===== src/rtl/wallace_pkg.sv =====
// ============================================================================
// Module   : wallace_pkg
// Brief    : Shared widths, default tag width and FSM encoding for the
//            Wallace-tree final carry-propagate adder.
// Revision : 1.0 - initial release
// ============================================================================
`default_nettype none

package wallace_pkg;

    localparam int PROD_W        = 64;
    localparam int SLICE_W       = 16;
    localparam int TAG_W_DEFAULT = 4;

    typedef enum logic [1:0] {
        IDLE = 2'd0,
        ADD  = 2'd1,
        DONE = 2'd2
    } state_t;

endpackage

`default_nettype wire


===== src/rtl/slice_adder16.sv =====
// ============================================================================
// Module   : slice_adder16
// Brief    : Combinational 16-bit adder with carry-in and carry-out.
// Revision : 1.0 - initial release
// ============================================================================
`default_nettype none

module slice_adder16
    import wallace_pkg::*;
(
    input  logic [SLICE_W-1:0] a,
    input  logic [SLICE_W-1:0] b,
    input  logic               cin,
    output logic [SLICE_W-1:0] sum,
    output logic               cout
);

    logic [SLICE_W:0] w_total;

    assign w_total     = {1'b0, a} + {1'b0, b} + {{SLICE_W{1'b0}}, cin};
    assign {cout, sum} = w_total;

endmodule

`default_nettype wire


===== src/rtl/wallace_final_adder.sv =====
// ============================================================================
// Module   : wallace_final_adder
// Brief    : Multi-cycle final adder resolving the Wallace-tree carry-save pair
//            one 16-bit slice per cycle. WALLACE_FINAL_HI_EN enables the upper
//            32 product bits (4 slices); otherwise only the low 32 (2 slices).
// Revision : 1.0 - initial release
// ============================================================================
`default_nettype none

module wallace_final_adder
    import wallace_pkg::*;
#(
    parameter int TAG_W = TAG_W_DEFAULT
)
(
    input  logic              clk,
    input  logic              rst,
    input  logic              in_valid,
    output logic              in_ready,
    input  logic [63:0]       in_sum,
    input  logic [63:0]       in_carry,
    input  logic [TAG_W-1:0]  in_tag,
    input  logic              flush,
    output logic              out_valid,
    input  logic              out_ready,
    output logic [31:0]       out_lo,
    output logic [31:0]       out_hi,
    output logic [TAG_W-1:0]  out_tag,
    output logic              busy
);

`ifdef WALLACE_FINAL_HI_EN
    localparam int NSLICE = PROD_W / SLICE_W;
`else
    localparam int NSLICE = PROD_W / SLICE_W / 2;
`endif
    localparam int              RES_W  = NSLICE * SLICE_W;
    localparam int              CNT_W  = $clog2(NSLICE);
    localparam logic [CNT_W-1:0] C_LAST = CNT_W'(NSLICE - 1);

    state_t             r_state;
    state_t             w_next_state;
    logic [RES_W-1:0]   r_sum;
    logic [RES_W-1:0]   r_carry;
    logic [RES_W-1:0]   r_acc;
    logic [RES_W-1:0]   r_out;
    logic [CNT_W-1:0]   r_cnt;
    logic               r_cin;
    logic [TAG_W-1:0]   r_tag_in;
    logic [TAG_W-1:0]   r_out_tag;
    logic [SLICE_W-1:0] w_slice;
    logic               w_cout;
    logic               w_accept;
    logic               w_step;

    assign w_accept = (r_state == IDLE) && in_valid && !flush;
    assign w_step   = (r_state == ADD) && !flush;

    // Operands shift right each cycle, so the adder always sees the low slice.
    slice_adder16 u_slice_adder (
        .a    (r_sum[SLICE_W-1:0]),
        .b    (r_carry[SLICE_W-1:0]),
        .cin  (r_cin),
        .sum  (w_slice),
        .cout (w_cout)
    );

    always_ff @(posedge clk) begin
        if (rst) begin
            r_state <= IDLE;
        end else begin
            r_state <= w_next_state;
        end
    end

    always_comb begin
        w_next_state = r_state;
        if (flush) begin
            w_next_state = IDLE;
        end else begin
            case (r_state)
                IDLE:    if (in_valid)        w_next_state = ADD;
                ADD:     if (r_cnt == C_LAST) w_next_state = DONE;
                DONE:    if (out_ready)       w_next_state = IDLE;
                default:                      w_next_state = IDLE;
            endcase
        end
    end

    always_ff @(posedge clk) begin
        if (rst) begin
            r_sum     <= '0;
            r_carry   <= '0;
            r_acc     <= '0;
            r_out     <= '0;
            r_cnt     <= '0;
            r_cin     <= 1'b0;
            r_tag_in  <= '0;
            r_out_tag <= '0;
        end else if (w_accept) begin
            r_sum    <= in_sum[RES_W-1:0];
            r_carry  <= in_carry[RES_W-1:0];
            r_tag_in <= in_tag;
            r_cnt    <= '0;
            r_cin    <= 1'b0;
        end else if (w_step) begin
            r_sum   <= r_sum >> SLICE_W;
            r_carry <= r_carry >> SLICE_W;
            r_acc   <= {w_slice, r_acc[RES_W-1:SLICE_W]};
            r_cin   <= w_cout;
            r_cnt   <= r_cnt + 1'b1;
            // Outputs move only when a new product completes.
            if (r_cnt == C_LAST) begin
                r_out     <= {w_slice, r_acc[RES_W-1:SLICE_W]};
                r_out_tag <= r_tag_in;
            end
        end
    end

    assign in_ready  = (r_state == IDLE);
    assign out_valid = (r_state == DONE);
    assign busy      = (r_state != IDLE);
    assign out_lo    = r_out[31:0];
    assign out_tag   = r_out_tag;

`ifdef WALLACE_FINAL_HI_EN
    assign out_hi = r_out[63:32];
`else
    logic w_unused_hi;
    assign w_unused_hi = ^{in_sum[PROD_W-1:RES_W], in_carry[PROD_W-1:RES_W]};
    assign out_hi      = '0;
`endif

endmodule

`default_nettype wire


===== config.mk =====
export PLATFORM = sky130hd
export DESIGN_NAME = wallace_final_adder
export DESIGN_NICKNAME = d
export VERILOG_FILES = /design/src/rtl/wallace_pkg.sv /design/src/rtl/slice_adder16.sv /design/src/rtl/wallace_final_adder.sv
export SDC_FILE = /design/constraint.sdc
export NUM_CORES = 1
export LEC_CHECK = 0
export ABC_CLOCK_PERIOD_IN_PS = 4550
export CAP_MARGIN = 5
export CORE_MARGIN = 3
export CORE_UTILIZATION = 48
export DETAILED_ROUTE_END_ITERATION = 10
export PLACE_DENSITY_LB_ADDON = 0.25
export SLEW_MARGIN = 20
export SYNTH_ARGS = -nofsm -noshare
export SYNTH_HDL_FRONTEND = slang
export SYNTH_SLANG_ARGS = --single-unit

===== constraint.sdc =====
create_clock -name clk -period 4.55 [get_ports clk]
set_input_delay 1.365 -clock clk [delete_from_list [all_inputs] [get_ports clk]]
set_output_delay 1.365 -clock clk [all_outputs]
set_load 0.01 [all_outputs]

==> impl_metrics.toml, run 1 <==
[cts]
post-cts-setup-buffers = 0
cts_buffers = 17
cts_tree = "built"
clkTransAtPathRegs_ns = 0.06
htree_levels = 4
ctsResizeCount = 0
clkSinkCount = 124
worst_skew_pair.late_latency_ns = 0.42
clockBufferDepth = 2
holdBufCountCts = 0
clockRootBuffer = "clkbuf_16"

[synthesis]
synth_compound_area_frac = 0.220
synth_adder_area_share = 0.0399
yosysWarningCount = 0
ys_seq_area_frac = 0.435
synth.distinct_cells = 52
avgSynthCellArea_um2 = 8.33
synth_cells = 685
syn_area_um2 = 5710
yosys.area_share.simple = 0.187
ys_seq_elements = 124
async_flop_share = 0
synth_mux_area_frac = 0.0175
synth_top_family_by_area = "compound AO/OA/AOI/OAI gates"
synth_edf_count = 0
ys.flop_type = "dfxtp_1"
synthXorXnorAreaFrac = 0.0138

[global_routing]
track_usage = 0.215
grt-ovfl-total = 0
grt_pass1_vias = 4664
grt_max_degree = 71
grt_pass1_wl_um = 22700
antenna_found_initial = 0

[layout]
drive_gt1_frac = 0.0640
area_delta_synth_final_pct = 28.7
final_cell_mix = "dfxtp_1 (124), nand2_1 (121), clkdlybuf4s50_1 (110), a21oi_1 (82), a22oi_1 (64)"
fin_nets = 922
layout_commonest_cell = "dfxtp_1"
n_antenna_cell = 0

[route]
drt_first_pass_iters = 5
antenna_left = 0
wl_per_cell_um = 15.0
wl_um = 13800
vias = 5053
drcViolationCount = 0
drt-initial-drc-count = 276
vias_per_cell = 5.47

[sta]
max_freq_mhz = 307
final.setup_skew_ns = 0.00828
grt_setup_unrepaired = "no"
max_slew.worst_pin.slew_ns = 0.798
slew_headroom = 0.468
fin_crit_ns = 3.26
fin_setup_tns_ns = 0
holdWs_ns = 0.452
finalSetupViolCount = 0
hold_violations = 0
drv_slew = 0
timing.final.crit_share = 0.716

[power_and_ir_drop]
ir_drop_uv = 231
p_leak_nw = 2.78
power_density_nw_per_um2 = 378

[critical_path]
cp_data_arrival_time_ns = 3.62
criticalPathCategory = "in -> reg"
cp_max_fo = 53
start_kind = "primary input"
cp-end-kind = "register"
required_ns = 4.91

[placement]
portBuffers = 111
place_hpwl_um = 9850
place_congestion = 0.839

[run_status]
status = "finished clean"

[worst_hold_path]
hold_class = "reg -> reg"

[floorplanning]
initial_core_util = 0.495
fp.coreArea_um2 = 11500
die_height_um = 115
io_pins = 208
num_rows = 39
die_area_um2 = 13200
die_w_um = 115

[flow_run]
drv_cap = 0
worst paths after layout:
kind | start | to | slack (ns) | depth (start not counted)
worst max-delay path | flush | out_lo[31] | 1.29 | 8
worst min-delay path | out_lo[7] | out_lo[7] | 0.45 | 2
worst max register to register | r_sum[0] | r_cin | 1.80 | 7
worst min register to register | out_lo[7] | out_lo[7] | 0.45 | 2
kinds of logic (layout without fill, tap and decap cells):
family / count (synthesis) / in the layout
flops: 124 / 124
xor+xnor: 9 / 9
fa+ha+maj: 17 / 17
other cells: 1 / 32
buf+inv: 92 / 157
compound gates: 195 / 195
simple gates: 237 / 237
mux: 10 / 10
synth_stat cells, drive strengths merged (10+ instances only):
cell type,number,area [um^2]
o21ai,15,82.6
ha,15,188
buf,52,340
nand3,20,113
nor2,48,183
nor3,17,85.1
dfxtp,124,2480
clkbuf,33,124
mux2i,10,100
a21oi,83,427
a22oi,64,480
nand2,121,454
sequential cells by signal, summed over array words and instances (netlist names):
name,flops
out_lo,32
r_carry,32
r_sum,32
r_acc,16
out_tag,4
r_tag_in,4
r_state,2
r_cin,1
r_cnt,1
critical path: stages:
cell and delay (ns):
clkdlybuf4s50_1 0.52, nor3b_2 0.30, buf_4 0.53, nand2_1 0.10
buf_4 0.27, nor3_1 0.29, a31oi_1 0.12, nand2_1 0.09
per-layer routing:
| layer | vias up | track usage | wire length (um) |
|---|---|---|---|
| met5 | - | 0 | 0 |
| li1 | 2536 | - | - |
| met1 | 2349 | 0.293 | 6480 |
| met3 | 16 | 0.0626 | 828 |
| met2 | 152 | 0.329 | 6360 |
| met4 | 0 | 0.0712 | 153 |
stage by stage:
step	instances	total power, mW	setup slack, ns	cell area, um^2	util
after floorplan	716	1.33	2.04	5820	-
after global placement	892	1.40	0.905	6730	0.584
after detailed placement	892	1.41	0.882	6730	0.584
after CTS	924	2.80	1.30	7340	0.638
after global routing	924	2.88	1.14	7340	0.638
final	924	2.78	1.29	7340	0.638
cell type report:
cell class | count | area (um^2)
multi-input cells | 500 | 2870
repair buffers | 118 | 1170
flip-flops and latches | 124 | 2480
inverters | 7 | 26.3
clock inverters | 13 | 164
fillers | 1011 | 4170
clock buffers | 19 | 453
well taps | 143 | 179
power by group:
| group | total [mW] | switching (mW) | internal, mW | leakage (nW) |
|---|---|---|---|---|
| Clock | 1.39 | 0.495 | 0.893 | 0.300 |
| Sequential | 1.14 | 0.0208 | 1.12 | 1.01 |
| Combinational | 0.250 | 0.138 | 0.112 | 1.47 |
Power figures use the tool's default switching activity.
==> run 2: changes to the inputs <==
--- a/config.mk
+++ b/config.mk
@@ -5,10 +5,10 @@
 export SDC_FILE = /design/constraint.sdc
 export NUM_CORES = 1
 export LEC_CHECK = 0
-export ABC_CLOCK_PERIOD_IN_PS = 4550
+export ABC_CLOCK_PERIOD_IN_PS = 2900
 export CAP_MARGIN = 5
 export CORE_MARGIN = 3
-export CORE_UTILIZATION = 48
+export CORE_UTILIZATION = 41
 export DETAILED_ROUTE_END_ITERATION = 10
 export PLACE_DENSITY_LB_ADDON = 0.25
 export SLEW_MARGIN = 20
==> constraint.sdc (replaced) <==
create_clock -name clk -period 2.9 [get_ports clk]
set_input_delay 0.87 -clock clk [delete_from_list [all_inputs] [get_ports clk]]
set_output_delay 0.87 -clock clk [all_outputs]
set_load 0.01 [all_outputs]
==> run 2 against run 1 <==
Effect of this change:
- register-to-register slack worse by 1.4 ns
- non-clock buffer count is 11 higher
- combinational power is 63% higher
- critical endpoint is now out_valid
- clock power is 49% higher
- setup slack worse by 0.91 ns
- sequential share of layout area is 0.54 points lower
- routed wire length is 4.3% higher
- utilization is 8.1 points lower
- worst hold slack better by 0.0012 ns
- cell area is 1.6% higher
- count of clock-buffer cells in the layout is 3 higher
==> impl_metrics.toml, run 2 (synthesis results as in run 1) <==
[floorplanning]
die_height_um = 124
initial_core_util = 0.426
die_w_um = 124
num_rows = 42
io_pins = 208
die_area_um2 = 15400
fp.coreArea_um2 = 13400

[sta]
fin_crit_ns = 2.52
max_freq_mhz = 397
hold_violations = 0
max_slew.worst_pin.slew_ns = 0.649
grt_setup_unrepaired = "no"
slew_headroom = 0.563
drv_slew = 0
fin_setup_tns_ns = 0
finalSetupViolCount = 0
final.setup_skew_ns = 0.00584
timing.final.crit_share = 0.868

[worst_hold_path]
hold_class = "reg -> reg"
worst_hold_startpoint = "r_acc[17]"

[critical_path]
cp_max_fo = 8
r2r_cells = 7
cp_data_arrival_time_ns = 1.65
cp-end-kind = "output port"
r2r-start = "r_sum[0]"
criticalPathCategory = "reg -> out"
r2r-end = "r_cin"
r2r_setup_slack_ns = 0.38
critPathCapture = "out_valid"
start_kind = "register"
startpoint = "r_state[1]"
required_ns = 2.03

[power_and_ir_drop]
ir_drop_uv = 360
power_density_nw_per_um2 = 572
p_leak_nw = 2.82

[route]
vias_per_cell = 5.31
vias = 5142
drt_first_pass_iters = 5
drcViolationCount = 0
wl_um = 14400
antenna_left = 0
drt-initial-drc-count = 336
wl_per_cell_um = 14.9

[global_routing]
grt_pass1_vias = 4746
antenna_found_initial = 0
grt-ovfl-total = 0
grt_pass1_wl_um = 23500
grt_max_degree = 61
track_usage = 0.195

[cts]
holdBufCountCts = 0
worst_skew_pair.late_latency_ns = 0.41
ctsResizeCount = 0
clockRootBuffer = "clkbuf_16"
clkSinkCount = 124
clkTransAtPathRegs_ns = 0.05
post-cts-setup-buffers = 0
cts_tree = "built"
cts_buffers = 17
clockBufferDepth = 2
htree_levels = 4

[placement]
place_congestion = 0.856
place_hpwl_um = 10500
portBuffers = 111

[layout]
fin_nets = 933
layout.area.seq_um2 = 2480
layout_commonest_cell = "dfxtp_1"
multiInputGateArea_um2 = 2870
drive_gt1_frac = 0.0745
area_delta_synth_final_pct = 30.8
post-route-util = 0.557
n_fill_cell = 1221
n_antenna_cell = 0
final_cell_mix = "dfxtp_1 (124), nand2_1 (121), clkdlybuf4s50_1 (110), a21oi_1 (82), a22oi_1 (64)"

[run_status]
status = "finished clean"

[flow_run]
drv_cap = 0
run 2: cell count changes in the layout (fill, tap and decap cells not counted):
cell and change:
clkbuf_8 +1, inv_6 -2, clkbuf_1 +2, buf_12 +2, clkinv_4 -2, clkinvlp_4 +2, bufinv_16 -1, buf_4 +9
run 2: per-stage QoR:
step                power (mW)  cell area [um^2]  std cells  hold slack (ns)  setup slack, ns
finish                    4.27              7460        968            0.453            0.382
global route              4.44              7460        968            0.479            0.213
CTS                       4.30              7460        968            0.456            0.360
detailed placement        2.23              6880        936            0.448            0.273
global placement          2.22              6880        936            0.444            0.278
floorplan                 2.08              5820        716            0.427            0.451
run 2: how the worst min path moves through the flow:
stage / slack, ns / to / cells after the start
global placement: 0.44 / out_lo[11] / 2
finish: 0.45 / out_lo[1] / 2
global route: 0.48 / out_tag[3] / 2
floorplan: 0.43 / out_lo[14] / 2
detailed placement: 0.45 / out_lo[6] / 2
CTS: 0.46 / out_lo[6] / 2
run 2: routing by layer:
metal,share of wire,global-route usage,vias up
met5,0,0,-
met4,0.021,0.0732,0
met3,0.067,0.0518,25
met2,0.43,0.291,194
met1,0.48,0.272,2380
li1,-,-,2543
run 2: critical path: stages (launching register included):
cell and delay [ns]:
dfxtp_1 0.46, nor2b_1 0.21, clkdlybuf4s50_1 0.56
run 2: report_power, final:
part / switching [mW] / leakage (nW) / internal, mW
Combinational: 0.222 / 1.53 / 0.186
Clock: 0.745 / 0.279 / 1.33
Sequential: 0.0330 / 1.01 / 1.76
Total: 1.00 / 2.82 / 3.27
run 2: layout make-up:
cell class,count,share of cell area
repair buffers,129,0.172
clock inverters,10,0.0153
inverters,7,0.00352
multi-input cells,500,0.384
flip-flops and latches,124,0.333
clock buffers,22,0.0635
well taps,176,0.0295
